File: src/rtl/pmem_arbiter_if.sv
// Bundle of I-cache, D-cache and physical-memory line signals.
// The master view belongs to the arbiter; the slave view belongs to the caches and the memory.
interface pmem_arbiter_if;
    logic         ic_read;
    logic [31:0]  ic_address;
    logic [255:0] ic_rdata;
    logic         ic_resp;

    logic         dc_read;
    logic         dc_write;
    logic [31:0]  dc_address;
    logic [255:0] dc_wdata;
    logic [255:0] dc_rdata;
    logic         dc_resp;

    logic         pmem_read;
    logic         pmem_write;
    logic [31:0]  pmem_address;
    logic [255:0] pmem_wdata;
    logic         pmem_resp;
    logic [255:0] pmem_rdata;

    modport master (
        input  ic_read, ic_address, dc_read, dc_write, dc_address, dc_wdata,
        input  pmem_resp, pmem_rdata,
        output ic_rdata, ic_resp, dc_rdata, dc_resp,
        output pmem_read, pmem_write, pmem_address, pmem_wdata
    );

    modport slave (
        output ic_read, ic_address, dc_read, dc_write, dc_address, dc_wdata,
        output pmem_resp, pmem_rdata,
        input  ic_rdata, ic_resp, dc_rdata, dc_resp,
        input  pmem_read, pmem_write, pmem_address, pmem_wdata
    );
endinterface

File: src/rtl/pmem_arbiter.sv
// Two-requester physical-memory arbiter: one outstanding line transaction at a time,
// alternating priority on ties, with the memory command issued from latched registers.
module pmem_arbiter (
    input logic            clk,
    input logic            rst_n,
    pmem_arbiter_if.master bus
);

    typedef enum logic [1:0] {StIdle, StServeI, StServeD} state_e;

    state_e         state_q;
    logic           last_d_q;
    logic [31:0]    addr_q;
    logic [255:0]   wdata_q;
    logic           read_q;
    logic           write_q;

    logic dc_req;
    logic grant_d;

    assign dc_req  = bus.dc_read | bus.dc_write;
    // On a tie, the side that was not served last wins.
    assign grant_d = dc_req & (~bus.ic_read | ~last_d_q);

    always_ff @(posedge clk or negedge rst_n) begin
        if (!rst_n) begin
            state_q  <= StIdle;
            last_d_q <= 1'b0;
            addr_q   <= '0;
            wdata_q  <= '0;
            read_q   <= 1'b0;
            write_q  <= 1'b0;
        end else begin
            unique case (state_q)
                StIdle: begin
                    if (bus.ic_read || dc_req) begin
                        addr_q   <= grant_d ? bus.dc_address : bus.ic_address;
                        if (grant_d) begin
                            wdata_q <= bus.dc_wdata;
                        end
                        read_q   <= ~(grant_d & bus.dc_write);
                        write_q  <= grant_d & bus.dc_write;
                        last_d_q <= grant_d;
                        state_q  <= grant_d ? StServeD : StServeI;
                    end
                end
                StServeI, StServeD: begin
                    if (bus.pmem_resp) begin
                        state_q <= StIdle;
                        read_q  <= 1'b0;
                        write_q <= 1'b0;
                    end
                end
                default: begin
                    state_q <= StIdle;
                    read_q  <= 1'b0;
                    write_q <= 1'b0;
                end
            endcase
        end
    end

    assign bus.pmem_read    = read_q;
    assign bus.pmem_write   = write_q;
    assign bus.pmem_address = addr_q;
    assign bus.pmem_wdata   = wdata_q;

    // Data is wired straight through; only the completion flags are steered.
    assign bus.ic_rdata = bus.pmem_rdata;
    assign bus.dc_rdata = bus.pmem_rdata;
    assign bus.ic_resp  = (state_q == StServeI) & bus.pmem_resp;
    assign bus.dc_resp  = (state_q == StServeD) & bus.pmem_resp;

endmodule

File: src/flat_wrapper.sv
// flat-port wrapper written by rule: the top's interface ports become plain ports
module pmem_arbiter_flat 
  (clk, rst_n, bus_ic_read, bus_ic_address, bus_dc_read, bus_dc_write, bus_dc_address, bus_dc_wdata, bus_pmem_resp, bus_pmem_rdata, bus_ic_rdata, bus_ic_resp, bus_dc_rdata, bus_dc_resp, bus_pmem_read, bus_pmem_write, bus_pmem_address, bus_pmem_wdata);
  pmem_arbiter_if bus_i ();
  input logic clk;
  input logic rst_n;
  input wire logic [$bits(bus_i.ic_read)-1:0] bus_ic_read;
  input wire logic [$bits(bus_i.ic_address)-1:0] bus_ic_address;
  input wire logic [$bits(bus_i.dc_read)-1:0] bus_dc_read;
  input wire logic [$bits(bus_i.dc_write)-1:0] bus_dc_write;
  input wire logic [$bits(bus_i.dc_address)-1:0] bus_dc_address;
  input wire logic [$bits(bus_i.dc_wdata)-1:0] bus_dc_wdata;
  input wire logic [$bits(bus_i.pmem_resp)-1:0] bus_pmem_resp;
  input wire logic [$bits(bus_i.pmem_rdata)-1:0] bus_pmem_rdata;
  output wire logic [$bits(bus_i.ic_rdata)-1:0] bus_ic_rdata;
  output wire logic [$bits(bus_i.ic_resp)-1:0] bus_ic_resp;
  output wire logic [$bits(bus_i.dc_rdata)-1:0] bus_dc_rdata;
  output wire logic [$bits(bus_i.dc_resp)-1:0] bus_dc_resp;
  output wire logic [$bits(bus_i.pmem_read)-1:0] bus_pmem_read;
  output wire logic [$bits(bus_i.pmem_write)-1:0] bus_pmem_write;
  output wire logic [$bits(bus_i.pmem_address)-1:0] bus_pmem_address;
  output wire logic [$bits(bus_i.pmem_wdata)-1:0] bus_pmem_wdata;
  assign bus_i.ic_read = bus_ic_read;
  assign bus_i.ic_address = bus_ic_address;
  assign bus_i.dc_read = bus_dc_read;
  assign bus_i.dc_write = bus_dc_write;
  assign bus_i.dc_address = bus_dc_address;
  assign bus_i.dc_wdata = bus_dc_wdata;
  assign bus_i.pmem_resp = bus_pmem_resp;
  assign bus_i.pmem_rdata = bus_pmem_rdata;
  assign bus_ic_rdata = bus_i.ic_rdata;
  assign bus_ic_resp = bus_i.ic_resp;
  assign bus_dc_rdata = bus_i.dc_rdata;
  assign bus_dc_resp = bus_i.dc_resp;
  assign bus_pmem_read = bus_i.pmem_read;
  assign bus_pmem_write = bus_i.pmem_write;
  assign bus_pmem_address = bus_i.pmem_address;
  assign bus_pmem_wdata = bus_i.pmem_wdata;
  pmem_arbiter u_core (.clk(clk), .rst_n(rst_n), .bus(bus_i));
endmodule
File: config.mk
export PLATFORM = sky130hd
export DESIGN_NAME = pmem_arbiter_flat
export DESIGN_NICKNAME = d
export VERILOG_FILES = /design/src/rtl/pmem_arbiter_if.sv /design/src/rtl/pmem_arbiter.sv /design/src/flat_wrapper.sv
export SDC_FILE = /design/constraint.sdc
export NUM_CORES = 1
export LEC_CHECK = 0
export CAP_MARGIN = 40
export CELL_PAD_IN_SITES_DETAIL_PLACEMENT = 0
export CELL_PAD_IN_SITES_GLOBAL_PLACEMENT = 1
export CORE_AREA = 2 2 538 540
export CTS_BUF_LIST = sky130_fd_sc_hd__clkbuf_4
export CTS_CLUSTER_DIAMETER = 80
export DETAILED_ROUTE_END_ITERATION = 7
export DIE_AREA = 0 0 540 542
export GPL_TIMING_DRIVEN = 1
export PLACE_DENSITY = 0.3
export REMOVE_ABC_BUFFERS = 1
export SLEW_MARGIN = 0
export SYNTH_ARGS = -nofsm -noshare
export SYNTH_HDL_FRONTEND = slang
export SYNTH_SLANG_ARGS = --single-unit
File: constraint.sdc
create_clock -name clk -period 1.75 [get_ports clk]
set_input_delay 0.35 -clock clk [delete_from_list [all_inputs] [get_ports clk]]
set_output_delay 0.35 -clock clk [all_outputs]
set_load 0.005 [all_outputs]
== Yosys cells after proc, flatten, opt, wreduce, memory -nomap -nowiden ==
Index checks and enable logic that the tools add are counted.

* Word-level logic and storage cells: 35
* Bits in registers: 293

* Reductions and logical operators: 6
* Bitwise gates (word level): 9
* Muxes and demuxes: 10
* Equality and inequality tests: 4

{| class="wikitable"
|+ Operators with widths
! kind !! number
|-
| 32-bit 2-to-1 mux || 1
|-
| 2-bit 2-to-1 mux || 3
|-
| 1-bit bitwise AND || 4
|-
| 1-bit one-hot mux with 2 select lines || 2
|-
| 2-bit one-hot mux with 2 select lines || 1
|-
| 2-bit AND reduction || 2
|-
| 1-bit 2-to-1 mux || 3
|-
| 1-bit inverter || 3
|-
| 3-bit AND reduction || 1
|-
| 2-bit by 1-bit equality test with 1-bit output, second input constant || 1
|-
| 2-bit equality test, second input constant || 1
|-
| 2-bit logical NOT || 1
|-
| 2-bit by 1-bit != test with 1-bit output, second input constant || 1
|-
| 2-bit != test, second input constant || 1
|-
| 1-bit OR || 2
|-
| 2-bit OR reduction || 1
|-
| 1-bit logical OR || 1
|}

== Longest topological paths before layout ==
Gate-level depths: netlist of run 1.

* Depth after elaboration: 7
* Depth in mapped cells: 7
* Gate-level depth less buffers: 5

== Least setup slack after synthesis of run 1 ==
No wires, ideal clock.

* Path type: register to register
* Start point: register u_core.state_q[0]
* End point: register u_core.wdata_q[112] (netlist: u_core.bus.pmem_wdata[112])
* Arrival: 1.407 ns
* Slack: 0.216 ns
* Period minus slack after synthesis: 1.534 ns
* Required time: 1.623 ns
* Path buffers: 2
* Stages on the path, launching flop included: 7
* Cells stage by stage: dfrtp_1 -> inv_1 -> ha_1 -> o211ai_4 -> buf_6 -> buf_6 -> mux2_1

* Longest elaborated chain between the ends: 2

{| class="wikitable"
|+ RTL lines
! item !! RTL line !! source
|-
| start, declared || pmem_arbiter.sv:11 || <nowiki>state_e state_q;</nowiki>
|-
| start signal, assigned || pmem_arbiter.sv:27 || <nowiki>state_q <= StIdle;</nowiki>
|-
| start signal, assigned || pmem_arbiter.sv:44 || <nowiki>state_q <= grant_d ? StServeD : StServeI;</nowiki>
|-
| start signal, assigned || pmem_arbiter.sv:49 || <nowiki>state_q <= StIdle;</nowiki>
|-
| 2-bit logical NOT || pmem_arbiter.sv:34 || <nowiki>unique case (state_q)</nowiki>
|-
| 3-bit AND reduction (no line) || -- ||
|-
| end signal, assigned || pmem_arbiter.sv:39 || <nowiki>wdata_q <= bus.dc_wdata;</nowiki>
|-
| end, declared || pmem_arbiter.sv:14 || <nowiki>logic [255:0] wdata_q;</nowiki>
|}

No other way between the ends.
A chain may end at the register's enable or synchronous reset.

== Worst setup path after layout of run 1 ==
* Start point: register u_core.state_q[0]
* End point: output port bus_ic_resp

* Longest elaborated chain between the ends: 2

{| class="wikitable"
|+ RTL lines
! item !! RTL line !! source
|-
| 2-bit by 1-bit equality test with 1-bit output || pmem_arbiter.sv:71 || <nowiki>assign bus.ic_resp = (state_q == StServeI) & bus.pmem_resp;</nowiki>
|-
| 1-bit bitwise AND || pmem_arbiter.sv:71 ||
|-
| end, declared || flat_wrapper.sv:16 || <nowiki>output wire logic [$bits(bus_i.ic_resp)-1:0] bus_ic_resp;</nowiki>
|}

No other way between the ends.

==> impl_metrics.toml, run 1 <==
[critical_path]
required_ns = 1.40
rr_endpoint = "u_core.bus.pmem_wdata[181]"
reg2reg_slack_ns = -0.23
r2r_cells = 8
cp_common_cell = "buf_6"
path_max_fanout = 2
slowest_stage = "dfrtp_1"
worst_ep_arrival_time_ns = 1.95
critPathMaxStageDelay_ns = 0.39
critPathTopFamily = "flip-flops"
crit_buf_inv = 2
cp-start-kind = "flip-flop"
timing.rr.start = "u_core.state_q[1]"
crit_type = "flip-flop to primary output"
cp_cell_sequence = "buf_6, ha_4, and2_4, buf_6"
cp-end-kind = "primary output"

[global_routing]
grt_max_degree = 66
antenna_found_initial = 80
grt_pass1_vias = 13019
grt-ovfl-total = 0
grt_pass1_wl_mm = 324
grt_usage = 0.194

[die]
core_area_um2 = 287000
die_area_um2 = 293000
die_w_um = 540
die_h_um = 542
rows = 197
ios = 1386
start_util = 0.0530

[power_and_ir_drop]
peakVddDrop_uv = 455
power_mw = 41.6
power_leakage_nw = 10.4
pwr_density_cell_nw_per_um2 = 1530

[synthesis]
synthTopCellsByArea = "dfrtp_1 48%, buf_4 25%, mux2_1 15%, mux2_2 4.1%, mux2i_1 2.1%"
synth_top_family_by_area = "buffers and inverters"
synth_warnings = 0
yosys.area.top_type = "dfrtp_1"
synth_seq_cells = 293
synth_compound_area_frac = 0.0158
synth.cell_area_um2 = 15200
synth_adder_area_share = 0.00247
syn-mean-instance-area_um2 = 12.5
synth.top_cell.area_share = 0.482
synth_xor_area_frac = 0
netlist_instances = 1218
yosys.area_share.simple = 0.0113
synth_cell_types = 24
synthMuxAreaShare = 0.211
yosysSeqAreaShare = 0.482

[clock_network]
clock_latency_ns = 0.99
clockRootBuffer = "clkbuf_4"
ctsLongestPathBuffers = 3
clock-sinks = 293
htree_levels = 3
clk_pin_slew_worst_paths_ns = 0.06
numCtsBuffers = 99
cts_tree = "built"

[sta]
fin_skew_ns = 0.0694
min_period_over_period = 1.31
timing.slew.headroom = 0.682
grt_setup_unrepaired = "yes"
worst_slack_ns = -0.550
worst_pin_slew_ns = 0.478
fin_crit_ns = 2.30
drv_slew = 0
setup-violations-final = 548
finalHoldViolCount = 0
timing.fmax_mhz = 435

[run]
drv_cap = 0

[layout]
drive_gt1_frac = 0.348
area_growth_pct = 78.6
layout_commonest_cell = "clkdlybuf4s50_1"
utilization = 0.0947
final_cell_mix = "324 x clkdlybuf4s50_1, 288 x dfrtp_1, 273 x dlygate4sd3_1"
nets = 2377
fillCellCount = 33186
stdcell_area_um2 = 27200

[worst_hold_path]
holdPathStages = 2
hold_path_end = "u_core.bus.pmem_wdata[135]"
hold_start = "bus_dc_wdata[135]"
hp-class = "primary input to flip-flop"

[drt]
wl_per_cell_um = 51.8
antenna_left = 0
drt-total-wl_mm = 293
drc = 0
num_vias = 13638
first_iter_violations = 1037
viasPerCell = 2.41
dr.pass1.iters = 5

[placed_design]
hpwl_mm = 259
portBuffers = 617
gp_congestion = 0.949
post_dp_cell_area_um2 = 22600

[run_status]
status = "finished with violations"
violations = "setup timing"
==> sequential cells by signal (all words and copies together), names as in the netlist <==
register                 count
u_core.bus.pmem_wdata      256
u_core.last_d_q              1
u_core.state_q               2
u_core.bus.pmem_write        1
u_core.bus.pmem_read         1
u_core.bus.pmem_address     32
==> cells in the mapped netlist (all sizes together) <==
cell     number
nor2b         1
dfrtp       293
nand2        36
and2          2
a32o          1
o21ai        32
nor2          1
o31ai         1
inv           2
clkbuf        2
mux2        256
or2           1
o2bb2ai       2
o211ai        1
a22o          2
mux2i        32
buf         549
nor4b         1
ha            3
==> cell type report <==
type                            count  area [um^2]  share of cell area
Antenna cell                       23         57.6             0.00212
Clock buffer                      143         1070              0.0395
Clock inverter                     17          106             0.00391
Inverter                            2         7.51            0.000276
Multi-Input combinational cell    372         3710               0.137
Sequential cell                   293         7340               0.270
Tap cell                         3781         4730               0.174
Timing Repair Buffer             1024        10100               0.373
==> report_power, final <==
group / total, mW / internal, mW / switching [mW]
Combinational: 21.3 / 11.2 / 10.1
Sequential: 12.6 / 10.3 / 2.29
Clock: 7.63 / 3.81 / 3.82
Total: 41.6 / 25.3 / 16.2
==> logic make-up after synthesis <==
logic type,Yosys count
buf+inv,553
flops,293
mux,288
simple gates,42
compound gates,39
fa+ha+maj,3
==> per-layer routing <==
metal  vias to the layer above  track usage  part of all wire
li1                       4737            -                 -
met1                      6082        0.110              0.21
met2                      2366        0.296              0.43
met3                       382        0.273              0.29
met4                        71       0.0735             0.047
met5                         -        0.181             0.024
==> worst max path at each step <==
stage                           start                     endpoint  slack [ns]  cells after the start
floorplan                bus_dc_write     u_core.bus.pmem_wdata[0]       -3.63                      2
global placement          bus_dc_read  u_core.bus.pmem_address[27]       -0.67                      7
detailed placement        bus_dc_read  u_core.bus.pmem_address[23]       -0.68                      7
CTS                 u_core.state_q[0]                  bus_dc_resp       -0.75                      5
global route        u_core.state_q[0]                  bus_dc_resp       -0.74                      5
finish              u_core.state_q[0]                  bus_ic_resp       -0.55                      4
==> metrics by stage <==
stage	std cells	TNS (ns)	worst slack, ns	hold WS [ns]
floorplan	667	-978.72	-3.63	0.0544
global placement	5132	-167.48	-0.668	0.211
detailed placement	5132	-167.84	-0.677	0.214
CTS	5607	-146.81	-0.750	0.000979
global route	5640	-139.79	-0.737	0.0229
finish	5655	-63.99	-0.550	0.173
==> what timing repair did <==
action | in CTS | in global routing
setup endpoints to repair | 546 | 548
endpoints found under the hold margin | 548 | 0
hold buffers | 274 | 0
pin swaps | 1 | 0
resized for setup | 1193 | 18
setup buffers | 37 | 19
cloned | 4 | 6
No activity file was read; power rests on OpenSTA's default activity.
==> inputs of run 2 (changes only) <==
- CAP_MARGIN: 40 -> 10
- TNS_END_PERCENT: default -> 30
==> run 2 against run 1 <==
  * The run still ends with setup timing left
  * Global-route usage is 0.079 points lower
  * Register-to-register slack improved by 0.07 ns
  * Count of clock-buffer cells in the layout did not move
  * Worst hold slack worse by 0.019 ns
  * Clock power is essentially flat
  * Sequential power is essentially flat
  * Final cell count down 0.55%
  * Utilization shrank 0.15 points
  * Critical endpoint unchanged
  * Sequential cell count unchanged
==> impl_metrics.toml, run 2 (synthesized netlist as in run 1, its figures left out) <==
[sta]
min_period_over_period = 1.32
worst_pin_slew_ns = 0.468
finalHoldViolCount = 0
fin_skew_ns = 0.0909
timing.fmax_mhz = 433
worst_slack_ns = -0.557
timing.slew.headroom = 0.688
fin_crit_ns = 2.31
grt_setup_unrepaired = "yes"
setup-violations-final = 501
drv_slew = 0

[layout]
largest_register_ffs = 256
layout_commonest_cell = "clkdlybuf4s50_1"
stdcell_area_um2 = 26700
drive_gt1_frac = 0.338
area_growth_pct = 75.7
final_cell_mix = "324 x clkdlybuf4s50_1, 288 x dfrtp_1, 273 x dlygate4sd3_1"
fin_cells = 5624
nets = 2348

[worst_hold_path]
hp-class = "primary input to flip-flop"

[critical_path]
cp_common_cell = "buf_6"
crit_type = "flip-flop to primary output"
path_max_fanout = 2
cp_cell_sequence = "buf_6, ha_4, and2_4, buf_6"
cp-start-kind = "flip-flop"
required_ns = 1.40
worst_ep_arrival_time_ns = 1.96
cp-end-kind = "primary output"
critPathTopFamily = "flip-flops"
crit_buf_inv = 2
slowest_stage = "dfrtp_1"
critPathMaxStageDelay_ns = 0.39

[clock_network]
clk_pin_slew_worst_paths_ns = 0.06
cts_tree = "built"
clock_latency_ns = 1.00
clockRootBuffer = "clkbuf_4"
htree_levels = 3
numCtsBuffers = 99
ctsLongestPathBuffers = 3
clock-sinks = 293

[run]
drv_cap = 0

[global_routing]
grt_max_degree = 66
grt_pass1_wl_mm = 323
antenna_found_initial = 78
grt_usage = 0.193
grt_pass1_vias = 12936
grt-ovfl-total = 0

[run_status]
violations = "setup timing"
status = "finished with violations"

[placed_design]
dp.cells = 5132
post_dp_cell_area_um2 = 22600
gp_congestion = 0.949
portBuffers = 617
hpwl_mm = 259

[power_and_ir_drop]
power_leakage_nw = 10.1
power_mw = 40.4
pwr_density_cell_nw_per_um2 = 1510
peakVddDrop_uv = 455

[drt]
drt-total-wl_mm = 291
antenna_left = 0
wl_per_cell_um = 51.7
viasPerCell = 2.41
dr.pass1.iters = 4
num_vias = 13581
drc = 0
first_iter_violations = 1010

[die]
core_area_um2 = 287000
die_h_um = 542
die_area_um2 = 293000
ios = 1386
rows = 197
start_util = 0.0530
die_w_um = 540
run 2: cell count changes in the layout (fill, tap and decap cells not counted):
cell / previous run / this run
buf_12: 25 / 29
buf_16: 10 / 0
buf_2: 122 / 77
buf_4: 90 / 71
buf_6: 171 / 179
buf_8: 4 / 1
clkbuf_16: 5 / 0
clkbuf_2: 0 / 41
diode_2: 23 / 21
run 2: worst paths after layout:
check | cells past startpoint | endpoint | slack (ns) | startpoint
hold reg to reg | 2 | u_core.bus.pmem_address[16] | 0.47 | u_core.bus.pmem_address[16]
min in group asynchronous | 4 | u_core.bus.pmem_wdata[131] | 0.46 | rst_n
hold / removal | 2 | u_core.bus.pmem_wdata[135] | 0.15 | bus_dc_wdata[135]
setup reg to reg | 6 | u_core.bus.pmem_wdata[225] | -0.16 | u_core.state_q[1]
max in group asynchronous | 5 | u_core.bus.pmem_wdata[186] | 0.62 | rst_n
setup / recovery | 4 | bus_ic_resp | -0.56 | u_core.state_q[0]
run 2: metrics by stage:
| step | hold slack (ns) | setup WS (ns) | setup TNS, ns | util |
|---|---|---|---|---|
| 6_report | 0.154 | -0.557 | -45.64 | 0.0932 |
| 5_1_grt | 0.0190 | -0.737 | -126.43 | 0.0930 |
| 4_1_cts | 0.000979 | -0.750 | -143.00 | 0.0922 |
| 3_5_place_dp | 0.214 | -0.677 | -167.84 | 0.0788 |
| 3_3_place_gp | 0.211 | -0.668 | -167.48 | 0.0788 |
| 2_1_floorplan | 0.0544 | -3.63 | -978.72 | - |
run 2: repair_timing:
action,CTS,global route
gates resized for setup,981,155
buffers inserted,22,15
pin swaps,1,0
hold buffers,274,0
setup endpoints to repair,546,546
hold endpoints to repair,548,0
run 2: power breakdown:
part / total [mW] / switching [mW] / internal [mW]
Combinational: 20.1 / 9.77 / 10.3
Sequential: 12.6 / 2.33 / 10.3
Clock: 7.64 / 3.83 / 3.81
Total: 40.4 / 15.9 / 24.5
run 2: layer usage:
layer | track usage | vias up | share of wire
met1 | 0.110 | 6027 | 0.21
met2 | 0.296 | 2426 | 0.43
met3 | 0.273 | 387 | 0.29
met4 | 0.0681 | 68 | 0.048
met5 | 0.173 | - | 0.023
li1 | - | 4673 | -
run 2: area by class of cell:
class | instances | area (um^2)
fillers | 33227 | 260000
repair buffers | 995 | 9710
flip-flops and latches | 293 | 7340
well taps | 3781 | 4730
multi-input cells | 372 | 3710
clock buffers | 143 | 1070
clock inverters | 17 | 106
diodes | 21 | 52.6
inverters | 2 | 7.51
==> inputs of run 3 (changes only) <==
- CAP_MARGIN: 10 -> default
==> results of run 3 <==
The final DEF is identical to that of run 2; final timing and power are the same.
